==> src/rtl/bsod_seq_pkg.sv <==
// Shared types and defaults for the BSODomizer reset sequencer.
package bsod_seq_pkg;

  typedef enum logic [1:0] {IDLE, ASSERT, GAP, WAIT} seq_state_e;

  localparam int DEF_TICK_CYCLES   = 4_000_001;
  localparam int DEF_NUM_STAGES    = 3;
  localparam int DEF_DEBOUNCE_TAPS = 2;
  localparam int DEF_PULSE_TICKS   = 1;
  localparam int DEF_GAP_TICKS     = 1;
  localparam int DEF_TIMEOUT_TICKS = 64;
  localparam int DEF_HB_BIT        = 26;

  function automatic int max3(input int a, input int b, input int c);
    int m;
    m = (a > b) ? a : b;
    return (m > c) ? m : c;
  endfunction

endpackage

==> src/rtl/bsod_reset_sequencer_if.sv <==
// Key/enable/completion inputs and sequenced outputs of the reset sequencer.
interface bsod_reset_sequencer_if #(parameter int NUM_STAGES = 3);
  logic                  key_n;
  logic                  enable;
  logic                  done_in;
  logic [NUM_STAGES-1:0] stage_n;
  logic                  busy;
  logic                  done;
  logic                  fail;
  logic                  heartbeat;
  logic                  status_led;

  modport master (output key_n, enable, done_in,
                  input  stage_n, busy, done, fail, heartbeat, status_led);
  modport slave  (input  key_n, enable, done_in,
                  output stage_n, busy, done, fail, heartbeat, status_led);
endinterface

==> src/rtl/bsod_tick_debounce.sv <==
// Sample-tick generator plus synchronised, tick-sampled key debouncer.
module bsod_tick_debounce #(
  parameter int TICK_CYCLES   = 4_000_001,
  parameter int DEBOUNCE_TAPS = 2
) (
  input  logic clk,
  input  logic reset,
  input  logic key_n,
  output logic tick,
  output logic press
);
  localparam int TCW = $clog2(TICK_CYCLES);
  localparam logic [TCW-1:0] TC_LAST = TCW'(TICK_CYCLES - 1);

  logic [TCW-1:0]           cnt;
  logic [1:0]               sync;
  logic [DEBOUNCE_TAPS-1:0] taps, taps_nxt;
  logic [DEBOUNCE_TAPS:0]   taps_cat;
  logic                     db;

  assign tick     = (cnt == TC_LAST);
  // concatenate-then-truncate keeps the shift legal for a single tap
  assign taps_cat = {taps, sync[1]};
  assign taps_nxt = taps_cat[DEBOUNCE_TAPS-1:0];
  assign press    = tick && db && (taps_nxt == '0);

  always_ff @(posedge clk or posedge reset) begin
    if (reset) begin
      cnt  <= '0;
      sync <= '1;
      taps <= '1;
      db   <= 1'b1;
    end else begin
      cnt  <= tick ? '0 : cnt + TCW'(1);
      sync <= {sync[0], key_n};
      if (tick) begin
        taps <= taps_nxt;
        if (taps_nxt == '0)  db <= 1'b0;
        else if (&taps_nxt)  db <= 1'b1;
      end
    end
  end
endmodule

==> src/rtl/bsod_reset_sequencer.sv <==
// Power-up/reset sequencer: ordered active-low stage pulses, completion wait with timeout.
// Optional BSOD_SEQ_AUTOSTART_EN: first enabled cycle after reset starts one sequence.
module bsod_reset_sequencer
  import bsod_seq_pkg::*;
#(
  parameter int TICK_CYCLES   = DEF_TICK_CYCLES,
  parameter int NUM_STAGES    = DEF_NUM_STAGES,
  parameter int DEBOUNCE_TAPS = DEF_DEBOUNCE_TAPS,
  parameter int PULSE_TICKS   = DEF_PULSE_TICKS,
  parameter int GAP_TICKS     = DEF_GAP_TICKS,
  parameter int TIMEOUT_TICKS = DEF_TIMEOUT_TICKS,
  parameter int HB_BIT        = DEF_HB_BIT
) (
  input logic clk,
  input logic reset,
  bsod_reset_sequencer_if.slave bus
);
  localparam int TW = $clog2(max3(PULSE_TICKS, GAP_TICKS, TIMEOUT_TICKS) + 1);
  localparam int IW = (NUM_STAGES > 1) ? $clog2(NUM_STAGES) : 1;
  localparam logic [TW-1:0] PULSE_LAST = TW'(PULSE_TICKS - 1);
  localparam logic [TW-1:0] GAP_LAST   = TW'((GAP_TICKS > 0) ? GAP_TICKS - 1 : 0);
  localparam logic [TW-1:0] TO_LAST    = TW'(TIMEOUT_TICKS - 1);
  localparam logic [IW-1:0] IDX_LAST   = IW'(NUM_STAGES - 1);

  seq_state_e            state;
  logic [IW-1:0]         idx;
  logic [TW-1:0]         tcnt;
  logic [NUM_STAGES-1:0] stage_q;
  logic                  busy_q, done_q, fail_q, led_q;
  logic [HB_BIT:0]       hb_cnt, hb_nxt;
  logic                  tick, press, start;

  bsod_tick_debounce #(.TICK_CYCLES(TICK_CYCLES), .DEBOUNCE_TAPS(DEBOUNCE_TAPS)) u_tick (
    .clk(clk), .reset(reset), .key_n(bus.key_n), .tick(tick), .press(press)
  );

`ifdef BSOD_SEQ_AUTOSTART_EN
  logic auto_pend;
  always_ff @(posedge clk or posedge reset) begin
    if (reset)           auto_pend <= 1'b1;
    else if (bus.enable) auto_pend <= 1'b0;
  end
  assign start = bus.enable && (press || auto_pend);
`else
  assign start = bus.enable && press;
`endif

  assign hb_nxt = hb_cnt + (HB_BIT + 1)'(1);
  always_ff @(posedge clk or posedge reset) begin
    if (reset) hb_cnt <= '0;
    else       hb_cnt <= hb_nxt;
  end

  // led tracks the post-edge done/busy/heartbeat, so transitions override it
  always_ff @(posedge clk or posedge reset) begin
    if (reset) begin
      state   <= IDLE;
      idx     <= '0;
      tcnt    <= '0;
      stage_q <= '1;
      busy_q  <= 1'b0;
      done_q  <= 1'b0;
      fail_q  <= 1'b0;
      led_q   <= 1'b0;
    end else begin
      led_q <= done_q | (busy_q & hb_nxt[HB_BIT]);
      if (state != IDLE && !bus.enable) begin
        state   <= IDLE;
        stage_q <= '1;
        busy_q  <= 1'b0;
        led_q   <= done_q;
      end else begin
        case (state)
          IDLE: if (start) begin
            state   <= ASSERT;
            idx     <= '0;
            tcnt    <= '0;
            stage_q <= ~NUM_STAGES'(1);
            busy_q  <= 1'b1;
            done_q  <= 1'b0;
            fail_q  <= 1'b0;
            led_q   <= hb_nxt[HB_BIT];
          end
          ASSERT: if (tick) begin
            if (tcnt == PULSE_LAST) begin
              tcnt <= '0;
              if (idx == IDX_LAST) begin
                state   <= WAIT;
                stage_q <= '1;
              end else if (GAP_TICKS == 0) begin
                idx     <= idx + IW'(1);
                stage_q <= ~(NUM_STAGES'(1) << (idx + IW'(1)));
              end else begin
                state   <= GAP;
                stage_q <= '1;
              end
            end else tcnt <= tcnt + TW'(1);
          end
          GAP: if (tick) begin
            if (tcnt == GAP_LAST) begin
              tcnt    <= '0;
              idx     <= idx + IW'(1);
              state   <= ASSERT;
              stage_q <= ~(NUM_STAGES'(1) << (idx + IW'(1)));
            end else tcnt <= tcnt + TW'(1);
          end
          WAIT: if (bus.done_in) begin
            state  <= IDLE;
            busy_q <= 1'b0;
            done_q <= 1'b1;
            led_q  <= 1'b1;
          end else if (tick) begin
            if (tcnt == TO_LAST) begin
              state  <= IDLE;
              busy_q <= 1'b0;
              fail_q <= 1'b1;
              led_q  <= 1'b0;
            end else tcnt <= tcnt + TW'(1);
          end
          default: state <= IDLE;
        endcase
      end
    end
  end

  assign bus.stage_n    = stage_q;
  assign bus.busy       = busy_q;
  assign bus.done       = done_q;
  assign bus.fail       = fail_q;
  assign bus.heartbeat  = hb_cnt[HB_BIT];
  assign bus.status_led = led_q;
endmodule

==> src/flat_wrapper.sv <==
// flat-port wrapper written by rule: the top's interface ports become plain ports
module bsod_reset_sequencer_flat import bsod_seq_pkg::*;
#(
  parameter int TICK_CYCLES   = DEF_TICK_CYCLES,
  parameter int NUM_STAGES    = DEF_NUM_STAGES,
  parameter int DEBOUNCE_TAPS = DEF_DEBOUNCE_TAPS,
  parameter int PULSE_TICKS   = DEF_PULSE_TICKS,
  parameter int GAP_TICKS     = DEF_GAP_TICKS,
  parameter int TIMEOUT_TICKS = DEF_TIMEOUT_TICKS,
  parameter int HB_BIT        = DEF_HB_BIT
)
  (clk, reset, bus_key_n, bus_enable, bus_done_in, bus_stage_n, bus_busy, bus_done, bus_fail, bus_heartbeat, bus_status_led);
  bsod_reset_sequencer_if #(.NUM_STAGES(NUM_STAGES)) bus_i ();
  input logic clk;
  input logic reset;
  input wire logic [$bits(bus_i.key_n)-1:0] bus_key_n;
  input wire logic [$bits(bus_i.enable)-1:0] bus_enable;
  input wire logic [$bits(bus_i.done_in)-1:0] bus_done_in;
  output wire logic [$bits(bus_i.stage_n)-1:0] bus_stage_n;
  output wire logic [$bits(bus_i.busy)-1:0] bus_busy;
  output wire logic [$bits(bus_i.done)-1:0] bus_done;
  output wire logic [$bits(bus_i.fail)-1:0] bus_fail;
  output wire logic [$bits(bus_i.heartbeat)-1:0] bus_heartbeat;
  output wire logic [$bits(bus_i.status_led)-1:0] bus_status_led;
  assign bus_i.key_n = bus_key_n;
  assign bus_i.enable = bus_enable;
  assign bus_i.done_in = bus_done_in;
  assign bus_stage_n = bus_i.stage_n;
  assign bus_busy = bus_i.busy;
  assign bus_done = bus_i.done;
  assign bus_fail = bus_i.fail;
  assign bus_heartbeat = bus_i.heartbeat;
  assign bus_status_led = bus_i.status_led;
  bsod_reset_sequencer #(.TICK_CYCLES(TICK_CYCLES), .NUM_STAGES(NUM_STAGES), .DEBOUNCE_TAPS(DEBOUNCE_TAPS), .PULSE_TICKS(PULSE_TICKS), .GAP_TICKS(GAP_TICKS), .TIMEOUT_TICKS(TIMEOUT_TICKS), .HB_BIT(HB_BIT)) u_core (.clk(clk), .reset(reset), .bus(bus_i));
endmodule
==> config.mk <==
export PLATFORM = sky130hd
export DESIGN_NAME = bsod_reset_sequencer_flat
export DESIGN_NICKNAME = d
export VERILOG_FILES = /design/src/rtl/bsod_seq_pkg.sv /design/src/rtl/bsod_reset_sequencer_if.sv /design/src/rtl/bsod_tick_debounce.sv /design/src/rtl/bsod_reset_sequencer.sv /design/src/flat_wrapper.sv
export SDC_FILE = /design/constraint.sdc
export NUM_CORES = 1
export LEC_CHECK = 0
export BUFFER_PORTS_ARGS = -buffer_cell sky130_fd_sc_hd__buf_2
export CAP_MARGIN = 20
export CORE_ASPECT_RATIO = 2
export CORE_MARGIN = 3
export CORE_UTILIZATION = 35
export DETAILED_ROUTE_END_ITERATION = 8
export PLACE_DENSITY_LB_ADDON = 0.08
export SYNTH_ARGS = -nofsm -noshare
export SYNTH_HDL_FRONTEND = slang
export SYNTH_SLANG_ARGS = --single-unit
==> constraint.sdc <==
create_clock -name clk -period 3.2 [get_ports clk]
set_input_delay 0 -clock clk [delete_from_list [all_inputs] [get_ports clk]]
set_output_delay 0 -clock clk [all_outputs]
set_load 0.02 [all_outputs]
# Word level (Yosys, flattened, before mapping)
# Cells that the tools add are included.
# totals
inputBits,5
regBits,71
output_inout_bits,8
# op_classes
n_addsub,4
n_reduce_logical,24
shift,1
n_mux,51
n_eq_ne,22
bitwise_logic,4
# op_table
operator,n
7-bit 2-to-1 mux,6
"27-bit by 1-bit adder with 27-bit output, second input constant",1
2-bit 2-to-1 mux,12
"22-bit by 1-bit adder with 22-bit output, second input constant",1
"22-bit equality test, second input constant",1
22-bit 2-to-1 mux,1
7-bit case mux with 3 select lines,1
1-bit 2-to-1 mux,18
3-bit 2-to-1 mux,6
6-bit AND reduction,3
"2-bit != test, second input constant",5
"3-bit by 1-bit != test with 1-bit output, second input constant",3
3-bit case mux with 3 select lines,1
"2-bit by 1-bit != test with 1-bit output, second input constant",4
1-bit case mux with 2 select lines,4
2-bit case mux with 4 select lines,1
4-bit AND reduction,2
2-bit nonzero test,4
"7-bit by 1-bit adder with 7-bit output, second input constant",1
"7-bit by 6-bit equality test with 1-bit output, second input constant",1
7-bit logical NOT,1
7-bit AND reduction,1
"2-bit equality test, second input constant",3
"3-bit by 2-bit != test with 1-bit output, second input constant",2
other kinds (18),23

# Longest topological paths before layout
# logic_depth
word_depth,8
ltp_mapped,9

# By module
# From an unflattened synthesis, not the netlist that was laid out.
# unflattened
hier_cells,346
hier_area_um2,3604.7
# by_module_without_submodules
mod,cells_per_inst,area_each_um2,n_inst
bsod_reset_sequencer,232,2368.5,1
bsod_tick_debounce,114,1236.2,1

# Worst setup path before layout
# Ideal clock, no wire load.
# synth_timing
kind,register -> register
from,reg u_core.tcnt[2]
to,reg u_core.idx[0]
arrival_ns,2.078
setup_slack_ns,0.996
path_buffers,0
period_less_slack_ns,2.204
path_stages_with_launch,6
path_cell_list,dfrtp_1 > or4_1 > or2_2 > nor3_1 > mux2_2 > a221o_1
# synth_between
elab_chain_cells,3
# synth_rtl
item,line,rtl
"start, declared",bsod_reset_sequencer.sv:27,logic [TW-1:0] tcnt;
"start signal, assigned",bsod_reset_sequencer.sv:97,end else tcnt <= tcnt + TW'(1);
"start signal, assigned",bsod_reset_sequencer.sv:105,end else tcnt <= tcnt + TW'(1);
"start signal, assigned",bsod_reset_sequencer.sv:118,end else tcnt <= tcnt + TW'(1);
7-bit logical NOT,bsod_reset_sequencer.sv:100,if (tcnt == GAP_LAST) begin
2-bit by 1-bit != test with 1-bit output (no line),n/a,
5-bit AND reduction (no line),n/a,
"end signal, assigned",bsod_reset_sequencer.sv:91,idx <= idx + IW'(1);
"end signal, assigned",bsod_reset_sequencer.sv:102,idx <= idx + IW'(1);
"end, declared",bsod_reset_sequencer.sv:26,logic [IW-1:0] idx;
# No other way between the ends.
# A chain may end at the register's enable or synchronous reset.

# Worst setup path after layout
# layout_timing
from,reg u_core.u_tick.cnt[17]
to,reg u_core.tcnt[6]
# layout_between
elab_chain_cells,6
elab_cells_between_ends,8
cone_classes,eq/ne: 4; reduce/logical: 4
# layout_rtl
item,line,rtl
"start, declared",bsod_tick_debounce.sv:15,logic [TCW-1:0] cnt;
"start signal, assigned",bsod_tick_debounce.sv:34,cnt <= tick ? '0 : cnt + TCW'(1);
22-bit equality test *,bsod_tick_debounce.sv:21,assign tick = (cnt == TC_LAST);
1-bit logical AND (2 in series),bsod_tick_debounce.sv:25,assign press = tick && db && (taps_nxt == '0);
1-bit logical AND,bsod_reset_sequencer.sv:45,assign start = bus.enable && press;
2-bit by 1-bit != test with 1-bit output (no line),n/a,
6-bit AND reduction (no line) *,n/a,
# Mark *: on every way between the ends. The rest lies on a longest branch, timed or not.

==> summary.md <==
| Metric | Value |
|---|---|
| Power share of the clock group | `a little under half` |
| Fin crit share | `76.84%` |
| Status | `finished, final reports clean` |
| Post-DP HPWL | `6394 um` |
| Final slew viol count | `0` |
| Final Skew | `9.981 ps` |
| Full die area | `around 12,000 um2` |
| Final setup fails | `0` |
| Crit-path max FO | `10` |
| PwrDens | `653.1 nW/um2` |
| Post-Syn Area | `3717 um2` |
| Post-Route WL | `slightly below 9000 um` |
| R2R Setup Slk | `about 740 ps` |
| Largest net degree at the start of global routing | `72` |
| Synth Register Bits | `71` |
| Gr usage total | `16.40%` |
| Share of cells above drive strength 1 | `a little over an eighth` |
| Sw frac | `between 20% and 30%` |
| Clock tree root buffer cell | `clkbuf_16` |
| Cells after Synth | `362` |
| Worst Hold End | `u_core.state[0]` |
| Die Wd | `about 80 um` |
| Crit start category | `register` |
| Post-synth EDFFs | `0` |
| Core footprint | `10,210 um2` |
| Initial antenna violation count | `0` |
| Setup Total Neg Slack | `0 ps` |
| GPL Wtd Cong | `0.8441` |
| 1st-iter DRT viols | `roughly 110` |
| Die height | `between 150 and 200 um` |
| NetSw | `0.7621 mW` |
| CTS Sinks | `71` |
| Multi-input gate area | `between 1500 and 2000 um2` |
| CTS H-tree lvls | `3` |
| RR Startpoint | `u_core.u_tick.cnt[17]` |
| Slew @ Worst Pin | `920.2 ps` |
| N_diodes | `0` |
| WHS Path Cells | `3` |
| Critical path arrival | `2700 ps` |
| Number of remaining DRC errors | `0` |
| Worst relative slew slack | `between 30% and 40%` |
| ANT nets after route | `0` |
| Final Core Density | `approximately 43%` |
| First drt pass iteration count | `5` |
| Fillers | `1,028` |
| Worst Hold Class | `primary input to register` |
| Reg2reg path depth | `5` |
| Post-synth top flop | `dfrtp_1` |
| Vias in the first global route | `2,903` |
| Syn nets | `around 380` |
| Reg-to-Reg End | `u_core.tcnt[6]` |
| Pleak | `1.879 nW` |
| Top Ports | `13` |
| Layout Nets | `between 400 and 500` |
| Syn_area_per_cell | `around 10 um2` |
| F_max | `406.7 MHz` |
| CTS Buf Count | `9` |
| Worst-skew pair later-pin latency | `340 ps` |
| Flop pwr share | `a little over a third` |
| IO buf count | `12` |
| DR WL/cell | `16.85 um` |
| Async set-reset flop share out of synthesis | `between 90% and 100%` |
| Critical-path top delay cell | `o41a_1` |
| RSZ-0062 raised after global routing | `no` |
| First-pass GRT wire length | `about 15,000 um` |
| Vias/cell | `5.219` |
| Seq. cell area | `1785 um2` |
| Area Overhead vs Synth | `17.37%` |
| Crit end category | `register` |
| CTS tree | `yes` |
| # Max-Cap Violations | `0` |
| Post-synth cell types | `53` |
| Row count | `52` |
| Critical path class | `register to register` |
| Via count | `between 2,000 and 3,000` |
| Synth top area share | `between 40% and 50%` |
| Seq/Total Area, Yosys | `a little under 50%` |
| Synth top area cells | `dfrtp_1 43%, xnor2_1 7.3%, dfstp_2 4.9%` |
| Final Hold Fails | `0` |
| Min Tclk post-route | `roughly 2500 ps` |
| Slowest cell delay on critical path | `530 ps` |
| Cell taking the most area after synthesis | `dfrtp_1` |
| Maximum vdd drop | `0.0003853 V` |
| CTS Buffer Depth | `2` |
| Cell breakdown of the critical path | `nor3b_1 -> nand4_4 -> o41a_1 -> or3_1 -> o31ai_1` |
| Synthesis warning total | `0` |
| Clk slew on worst S/H paths | `roughly 60 ps` |
| Cell-internal power | `between 2 and 2.5 mW` |
| Global route overflow | `0` |
| Hold Crit Start | `bus_enable` |
| Combinational fraction of design power | `between 10% and 20%` |
| Initial core utilization | `around 36%` |
| WP data required | `around 3400 ps` |
worst max path at each step:
stage | start | end
after CTS | u_core.u_tick.cnt[17] | u_core.tcnt[6]
after floorplan | u_core.tcnt[2] | u_core.idx[0]
after detailed placement | u_core.u_tick.cnt[17] | u_core.tcnt[6]
after global routing | u_core.tcnt[2] | u_core.tcnt[6]
after global placement | u_core.tcnt[0] | u_core.state[0]
final | u_core.u_tick.cnt[17] | u_core.tcnt[6]
flip-flops by register name (all words and copies together) (netlist names):
name                   flops
u_core.bus.done            1
u_core.u_tick.sync         2
u_core.hb_cnt             27
u_core.tcnt                7
u_core.u_tick.cnt         22
u_core.u_tick.db           1
u_core.state               2
u_core.bus.stage_n         3
u_core.u_tick.taps         1
u_core.bus.busy            1
u_core.bus.fail            1
u_core.bus.status_led      1
u_core.idx                 2
per-layer routing:
layer / wire length [um] / vias to the layer above / track usage [%]
li1: - / 1347 / -
met1: 3342 / 1314 / 16.99
met2: 4964 / 54 / 30.79
met3: 232 / 20 / 3.136
met4: 289 / 0 / 8.348
met5: 0 / - / 0
cell families (layout without fill, tap and decap cells):
| group | after synthesis | in the layout | synth area share [%] |
|---|---|---|---|
| adder cells (fa/ha/maj) | 14 | 14 | 4.712 |
| XOR/XNOR | 43 | 43 | 10.13 |
| buffers and inverters | 28 | 55 | 2.928 |
| AO/OA/AOI/OAI | 58 | 58 | 10.84 |
| multiplexers | 8 | 8 | 2.289 |
| AND/OR/NAND/NOR | 140 | 140 | 21.07 |
| flip-flops | 71 | 71 | 48.03 |
cell usage after synthesis (2+ instances only):
cell type	count
nand2_1	22
nor3b_1	3
a31oi_1	6
buf_2	3
dfrtp_1	64
o31a_1	3
o21ai_0	9
or4_1	2
nand3b_1	2
a211oi_1	5
nand3_1	21
nor2_1	29
nor4_1	4
clkbuf_1	4
ha_1	14
and4_1	6
and2_1	4
and3_1	8
nand4_1	11
mux2i_1	4
inv_1	20
or3_1	4
xor2_1	12
nor3_1	12
xnor2_1	31
a21oi_1	8
or2_2	2
mux2_2	4
o31ai_1	7
nand2b_1	4
dfstp_2	7
o22ai_1	2
o41ai_1	4
o211ai_1	2
power groups by stage:
stage | combinational [mW] | clock, mW | sequential (mW)
finish | 0.508 | 1.33 | 1.01
global placement | 0.511 | 0 | 1.03
CTS | 0.517 | 1.36 | 1.01
global route | 0.563 | 1.39 | 1.02
floorplan | 0.321 | 0 | 1.06
detailed placement | 0.510 | 0 | 1.03
cell type report:
| class | count | area share, % |
|---|---|---|
| multi-input cells | 263 | 41.78 |
| flip-flops and latches | 71 | 40.92 |
| clock buffers | 10 | 5.477 |
| well taps | 135 | 3.872 |
| clock inverters | 6 | 3.556 |
| repair buffers | 18 | 2.581 |
| inverters | 21 | 1.807 |
critical path, delay by kind of cell (launching register included):
| kind | cells | cell delay [ps] |
|---|---|---|
| simple gates | 3 | 1160 |
| compound gates | 2 | 770 |
| flops | 1 | 420 |
layout by cell type, fill, tap and decap left out, types with 3 or more instances in the layout:
master and instances:
o41ai_1 4, mux2_2 4, and3_1 8, a21oi_1 8, clkbuf_16 9, nor4_1 4, nand3_1 21, o21ai_0 9
inv_1 19, or3_1 4, nand2_1 22, dfrtp_1 64, ha_1 14, xor2_1 12, nor2_1 29, buf_4 3
o31a_1 3, and4_1 6, bufinv_16 5, xnor2_1 31, nand2b_1 4, a31oi_1 6, a211oi_1 5, nor3_1 12
nand4_1 11, nor3b_1 3, mux2i_1 4, dfstp_2 7, o31ai_1 7, buf_2 12, dlygate4sd3_1 3, and2_1 4
metrics by stage:
step	setup slack (ps)	instance area, um2	total power [mW]	hold slack [ps]	instances
after floorplan	996.5	3717	1.376	4.478	362
after global placement	833.2	3939	1.540	110.7	505
after detailed placement	800.1	3939	1.539	113.7	505
after CTS	761.5	4363	2.885	172.6	524
after global routing	518.9	4363	2.975	188.6	524
final	741.1	4363	2.850	169.9	524
what timing repair did:
action | in CTS | in global routing
hold buffers | 3 | 0
setup buffers | 0 | 0
endpoints found under the hold margin | 10 | 0
gates resized for setup | 0 | 0
No activity file was read; power rests on OpenSTA's default activity.
